File: config.mk
export PLATFORM = sky130hd
export DESIGN_NAME = rr_channel_scheduler_flat
export DESIGN_NICKNAME = d
export VERILOG_FILES = /design/src/rtl/rr_channel_scheduler_if.sv /design/src/rtl/rr_channel_scheduler.sv /design/src/flat_wrapper.sv
export SDC_FILE = /design/constraint.sdc
export NUM_CORES = 1
export LEC_CHECK = 0
export ABC_AREA = 1
export CAP_MARGIN = 10
export CORE_MARGIN = 2
export CORE_UTILIZATION = 52
export DETAILED_ROUTE_END_ITERATION = 10
export GPL_TIMING_DRIVEN = 0
export HOLD_SLACK_MARGIN = 0.1
export PLACE_DENSITY_LB_ADDON = 0.08
export SYNTH_ARGS = -nofsm -noshare
export SYNTH_HDL_FRONTEND = slang
export SYNTH_SLANG_ARGS = --single-unit
File: constraint.sdc
create_clock -name clk -period 3.1 [get_ports clk]
set_input_delay 0.465 -clock clk [delete_from_list [all_inputs] [get_ports clk]]
set_output_delay 0.465 -clock clk [all_outputs]
set_load 0.05 [all_outputs]
File: src/rtl/rr_channel_scheduler_if.sv
// Handshake bundle between a request source and the round-robin channel scheduler.
// The master drives requests and hold length; the slave returns the granted select.
interface rr_channel_scheduler_if #(
    parameter int N_CH   = 8,
    parameter int SEL_W  = 3,
    parameter int HOLD_W = 4
);
    logic [N_CH-1:0]   req;
    logic [HOLD_W-1:0] hold_len;
    logic              done;
    logic [SEL_W-1:0]  sel;
    logic              sel_valid;
    logic              grant_start;

    modport master (
        output req, hold_len, done,
        input  sel, sel_valid, grant_start
    );

    modport slave (
        input  req, hold_len, done,
        output sel, sel_valid, grant_start
    );
endinterface

File: src/rtl/rr_channel_scheduler.sv
// Round-robin grant of one of 8 channels held for a programmable length, with a
// mandatory one-cycle gap between grants so the downstream one-hot decoder breaks before it makes.
module rr_channel_scheduler #(
    parameter int N_CH   = 8,
    parameter int SEL_W  = 3,
    parameter int HOLD_W = 4
) (
    input  logic                  clk,
    input  logic                  reset,
    rr_channel_scheduler_if.slave bus
);
    typedef enum logic [1:0] {IDLE, ACTIVE, GAP} state_t;

    state_t            state_reg;
    logic [SEL_W-1:0]  ptr_reg;
    logic [SEL_W-1:0]  sel_reg;
    logic              valid_reg;
    logic              start_reg;
    logic [HOLD_W-1:0] cnt_reg;

    logic [N_CH-1:0]   rot_req;
    logic [SEL_W-1:0]  off_next;
    logic [SEL_W-1:0]  winner_next;
    logic [HOLD_W-1:0] load_next;
    logic              any_req;

    // rot_req[gi] is the request of channel ptr+1+gi, so bit 0 has highest priority.
    genvar gi;
    generate
        for (gi = 0; gi < N_CH; gi++) begin : g_rot
            assign rot_req[gi] = bus.req[ptr_reg + SEL_W'(gi + 1)];
        end
    endgenerate

    always_comb begin
        off_next = '0;
        for (int i = N_CH - 1; i >= 0; i--) begin
            if (rot_req[i]) off_next = SEL_W'(i);
        end
        winner_next = ptr_reg + off_next + SEL_W'(1);
        any_req     = |bus.req;
        load_next   = (bus.hold_len == '0) ? HOLD_W'(1) : bus.hold_len;
    end

    always_ff @(posedge clk) begin
        if (reset) begin
            state_reg <= IDLE;
            ptr_reg   <= SEL_W'(N_CH - 1);
            sel_reg   <= '0;
            valid_reg <= 1'b0;
            start_reg <= 1'b0;
            cnt_reg   <= '0;
        end else begin
            case (state_reg)
                IDLE, GAP: begin
                    start_reg <= 1'b0;
                    valid_reg <= 1'b0;
                    state_reg <= IDLE;
                    if (any_req) begin
                        sel_reg   <= winner_next;
                        ptr_reg   <= winner_next;
                        cnt_reg   <= load_next;
                        valid_reg <= 1'b1;
                        start_reg <= 1'b1;
                        state_reg <= ACTIVE;
                    end
                end
                ACTIVE: begin
                    start_reg <= 1'b0;
                    // cnt_reg holds the number of ACTIVE cycles left including this one.
                    if (cnt_reg == HOLD_W'(1) || bus.done) begin
                        valid_reg <= 1'b0;
                        cnt_reg   <= '0;
                        state_reg <= GAP;
                    end else begin
                        cnt_reg <= cnt_reg - HOLD_W'(1);
                    end
                end
                default: begin
                    state_reg <= IDLE;
                    valid_reg <= 1'b0;
                    start_reg <= 1'b0;
                end
            endcase
        end
    end

    assign bus.sel         = sel_reg;
    assign bus.sel_valid   = valid_reg;
    assign bus.grant_start = start_reg;
endmodule

File: src/flat_wrapper.sv
// flat-port wrapper written by rule: the top's interface ports become plain ports
module rr_channel_scheduler_flat 
#(
    parameter int N_CH   = 8,
    parameter int SEL_W  = 3,
    parameter int HOLD_W = 4
)
  (clk, reset, bus_req, bus_hold_len, bus_done, bus_sel, bus_sel_valid, bus_grant_start);
  rr_channel_scheduler_if #(.N_CH(N_CH), .SEL_W(SEL_W), .HOLD_W(HOLD_W)) bus_i ();
  input  logic clk;
  input  logic reset;
  input wire logic [$bits(bus_i.req)-1:0] bus_req;
  input wire logic [$bits(bus_i.hold_len)-1:0] bus_hold_len;
  input wire logic [$bits(bus_i.done)-1:0] bus_done;
  output wire logic [$bits(bus_i.sel)-1:0] bus_sel;
  output wire logic [$bits(bus_i.sel_valid)-1:0] bus_sel_valid;
  output wire logic [$bits(bus_i.grant_start)-1:0] bus_grant_start;
  assign bus_i.req = bus_req;
  assign bus_i.hold_len = bus_hold_len;
  assign bus_i.done = bus_done;
  assign bus_sel = bus_i.sel;
  assign bus_sel_valid = bus_i.sel_valid;
  assign bus_grant_start = bus_i.grant_start;
  rr_channel_scheduler #(.N_CH(N_CH), .SEL_W(SEL_W), .HOLD_W(HOLD_W)) u_core (.clk(clk), .reset(reset), .bus(bus_i));
endmodule
==> metrics.md <==
| Metric | Value |
|---|---|
| Final Instance Area | 0.00145 mm² |
| Max-slew headroom | 66.6% |
| Syn Area/Cell | 6.51 µm² |
| Final period util | 92.5% |
| Synth Flop Type | dfxtp_1 |
| Max FO, Critical Path | 7 |
| Met1 GRT Util | 23.6% |
| WP data arrival | 3.07 ns |
| Net Count, Synth | 200 |
| Slew at the pin closest to its max-slew limit | 0.499 ns |
| Global Route met2 Usage | 40.0% |
| Max Freq | 0.349 GHz |
| Drt first pass iters | 4 |
| R2R depth | 21 |
| Clk slew on worst S/H paths | 0.08 ns |
| Hold Path Class | reg2reg |
| Drt total wl | 2680 µm |
| Final worst setup slack | 0.231 ns |
| Slew Limit Fails | 0 |
| Synthesized area | 0.00117 mm² |
| DP HPWL | 2150 µm |
| Placer Congestion | 0.860 |
| Worst endpoint required time | 3.30 ns |
| YS warnings | 0 |
| N_diodes | 0 |
| MaxCap Viol Count | 0 |
| Clk_skew | 0.0102 ns |
| Dpl cell area | 0.00138 mm² |
| Hold depth | 1 |
| Core area | 0.00217 mm² |
| Syn Inst Count | 179 |
| Largest net degree at the start of global routing | 12 |
| H-tree levels | 1 |
| CTS tree | yes |
| Final setup TNS | 0 ns |
| Library cells used by synthesis | 28 |
| Maximum vdd drop | 0.808 mV |
| Initial DRC Count | 17 |
| Die ar. | 0.00264 mm² |
| Die height | 51.4 µm |
| Hold-fix buffers, CTS | 0 |
| Total clock sinks | 14 |
| FILL cells | 195 |
| Pwr/cell area | 1030 mW/mm² |
| Crit Path Category | reg2reg |
| Row count | 17 |
| Crit. End Element | register |
| Vias/cell | 5.41 |
| # placed instances | 225 |
| Ports | 20 |
| Fin nets | 224 |
| Endpoints failing setup | 0 |
| Residual DRC | 0 |
| Clk buf depth | 2 |
| Drt wl/cell | 11.7 µm |
| Leakage | 0.676 nW |
| Synth async-reset ratio | 0% |
| Initial Util | 53.7% |
| Post-synth EDFFs | 0 |
| Busiest grt layer | met2 |
| Met3 Usage GRT | 1.75% |
| Vias in the first global route | 1195 |
| Critical path launch point type | register |
| Die width | 51.4 µm |
| Final Hold Fails | 0 |
| Congestion Overflow GR | 0 |
| Initial antenna violation count | 0 |
| DR vias | 1245 |
| Total track usage | 21.5% |
| IO Port Bufs | 18 |
| Share of the yosys chip area belonging to registers | 24.0% |
| Fraction of layout cells with a size suffix above 1 | 17.8% |
| Clock latency on the worst-skew pair | 0.28 ns |
| Status | finished, final reports clean |
| Global-route wire length before repair | 4460 µm |
| Synth-to-Final Area Change | 24.4% |
| Largest register FFs | 4 |
| Num CTS Buffers | 3 |
| CTS root buffer | clkbuf_4 |
| Dpl ws | 0.0777 ns |
| Tmin final | 2.87 ns |
| Post-route insts no fill | 230 |
| Post-route ant nets | 0 |
| Synthesis-stage register bit count | 14 |
-- synth_stat cells, types with 3 or more instances --
master / count / area, µm²
nand2_2: 11 / 68.8
buf_6: 3 / 33.8
nand3_1: 23 / 115
inv_1: 15 / 56.3
a21oi_1: 11 / 55.1
xnor2_1: 3 / 26.3
o22ai_1: 3 / 18.8
dfxtp_1: 14 / 280
ha_1: 5 / 62.6
nand3_2: 4 / 40.0
nor2_1: 14 / 52.6
nand2_1: 50 / 188
o21ai_0: 4 / 20.0
-- cell families (layout without fill, tap and decap cells) --
family,Yosys count,in the layout,share of synthesized area [%]
AND/OR/NAND/NOR,107,107,42.9
buffers and inverters,22,45,9.44
AO/OA/AOI/OAI,25,25,12.8
adder cells (fa/ha/maj),6,6,7.08
XOR/XNOR,5,5,3.76
flip-flops,14,14,24.0
-- metrics by stage --
step | power, mW | hold slack [ns] | utilization [%]
final | 1.50 | 0.477 | 66.8
after global routing | 1.64 | 0.491 | 66.8
after CTS | 1.41 | 0.479 | 65.3
after detailed placement | 1.27 | 0.458 | 63.7
after global placement | 1.23 | 0.452 | 63.7
after floorplan | 1.06 | 0.481 | -
-- worst max-delay path: stages, from the launching register on --
cell     delay (ns)
dfxtp_2        0.37
buf_6          0.14
inv_2          0.08
ha_4           0.30
inv_1          0.07
nand3_1        0.13
nand3_1        0.11
nand2_1        0.13
a21oi_1        0.05
nor2_1         0.07
o21ai_0        0.07
nand2_1        0.06
nand2_1        0.04
nand2_1        0.06
ha_1           0.14
inv_1          0.05
fa_2           0.35
xnor2_2        0.18
inv_1          0.05
nand3_1        0.10
nand3_2        0.11
a21oi_2        0.13
-- final timing paths --
check                                     startpoint                   end  slack, ns
worst max register to register     u_core.ptr_reg[1]     u_core.bus.sel[2]       0.23
worst min register to register  u_core.bus.sel_valid  u_core.bus.sel_valid       0.48
worst max-delay path               u_core.ptr_reg[1]     u_core.bus.sel[2]       0.23
worst min-delay path            u_core.bus.sel_valid  u_core.bus.sel_valid       0.48
-- layout make-up --
cell class	count	area, µm²	share of cell area (%)
buffer	4	37.5	2.59
multi-input combinational	143	798	55.0
sequential	14	283	19.5
timing repair buffer	19	188	12.9
inverter	18	72.6	5.00
tap	28	35.0	2.42
clock buffer	4	36.3	2.50
-- where the power goes --
part,leakage (nW),switching [mW],internal [mW]
Combinational,0.539,0.675,0.443
Clock,0.0210,0.0588,0.0713
Sequential,0.116,0.0256,0.223
-- layer usage --
layer  vias to the layer above  part of all wire (%)
met5                         -                     0
met4                         0                   4.3
met3                        12                   3.2
met2                        34                    50
met1                       562                    42
li1                        637                     -
-- repair_timing --
| item | 4_1_cts | 5_1_grt |
|---|---|---|
| buffers inserted | 0 | 1 |
| resized for setup | 0 | 6 |
| endpoints found under the setup margin | 0 | 4 |
-- placed cells by master (no fill, tap or decap), types with 2 or more instances in the layout --
| master | count |
|---|---|
| inv_1 | 15 |
| dfxtp_2 | 2 |
| nor2_2 | 2 |
| nand3_1 | 23 |
| o211ai_1 | 2 |
| inv_2 | 2 |
| a21oi_1 | 11 |
| o21ai_0 | 4 |
| dfxtp_1 | 12 |
| nand3_2 | 4 |
| xor2_1 | 2 |
| clkbuf_4 | 3 |
| clkdlybuf4s50_1 | 18 |
| nand2_1 | 50 |
| o22ai_1 | 3 |
| xnor2_1 | 2 |
| nor2_1 | 14 |
| buf_6 | 3 |
| ha_1 | 4 |
| nand2_2 | 11 |
Power figures use the tool's default switching activity.
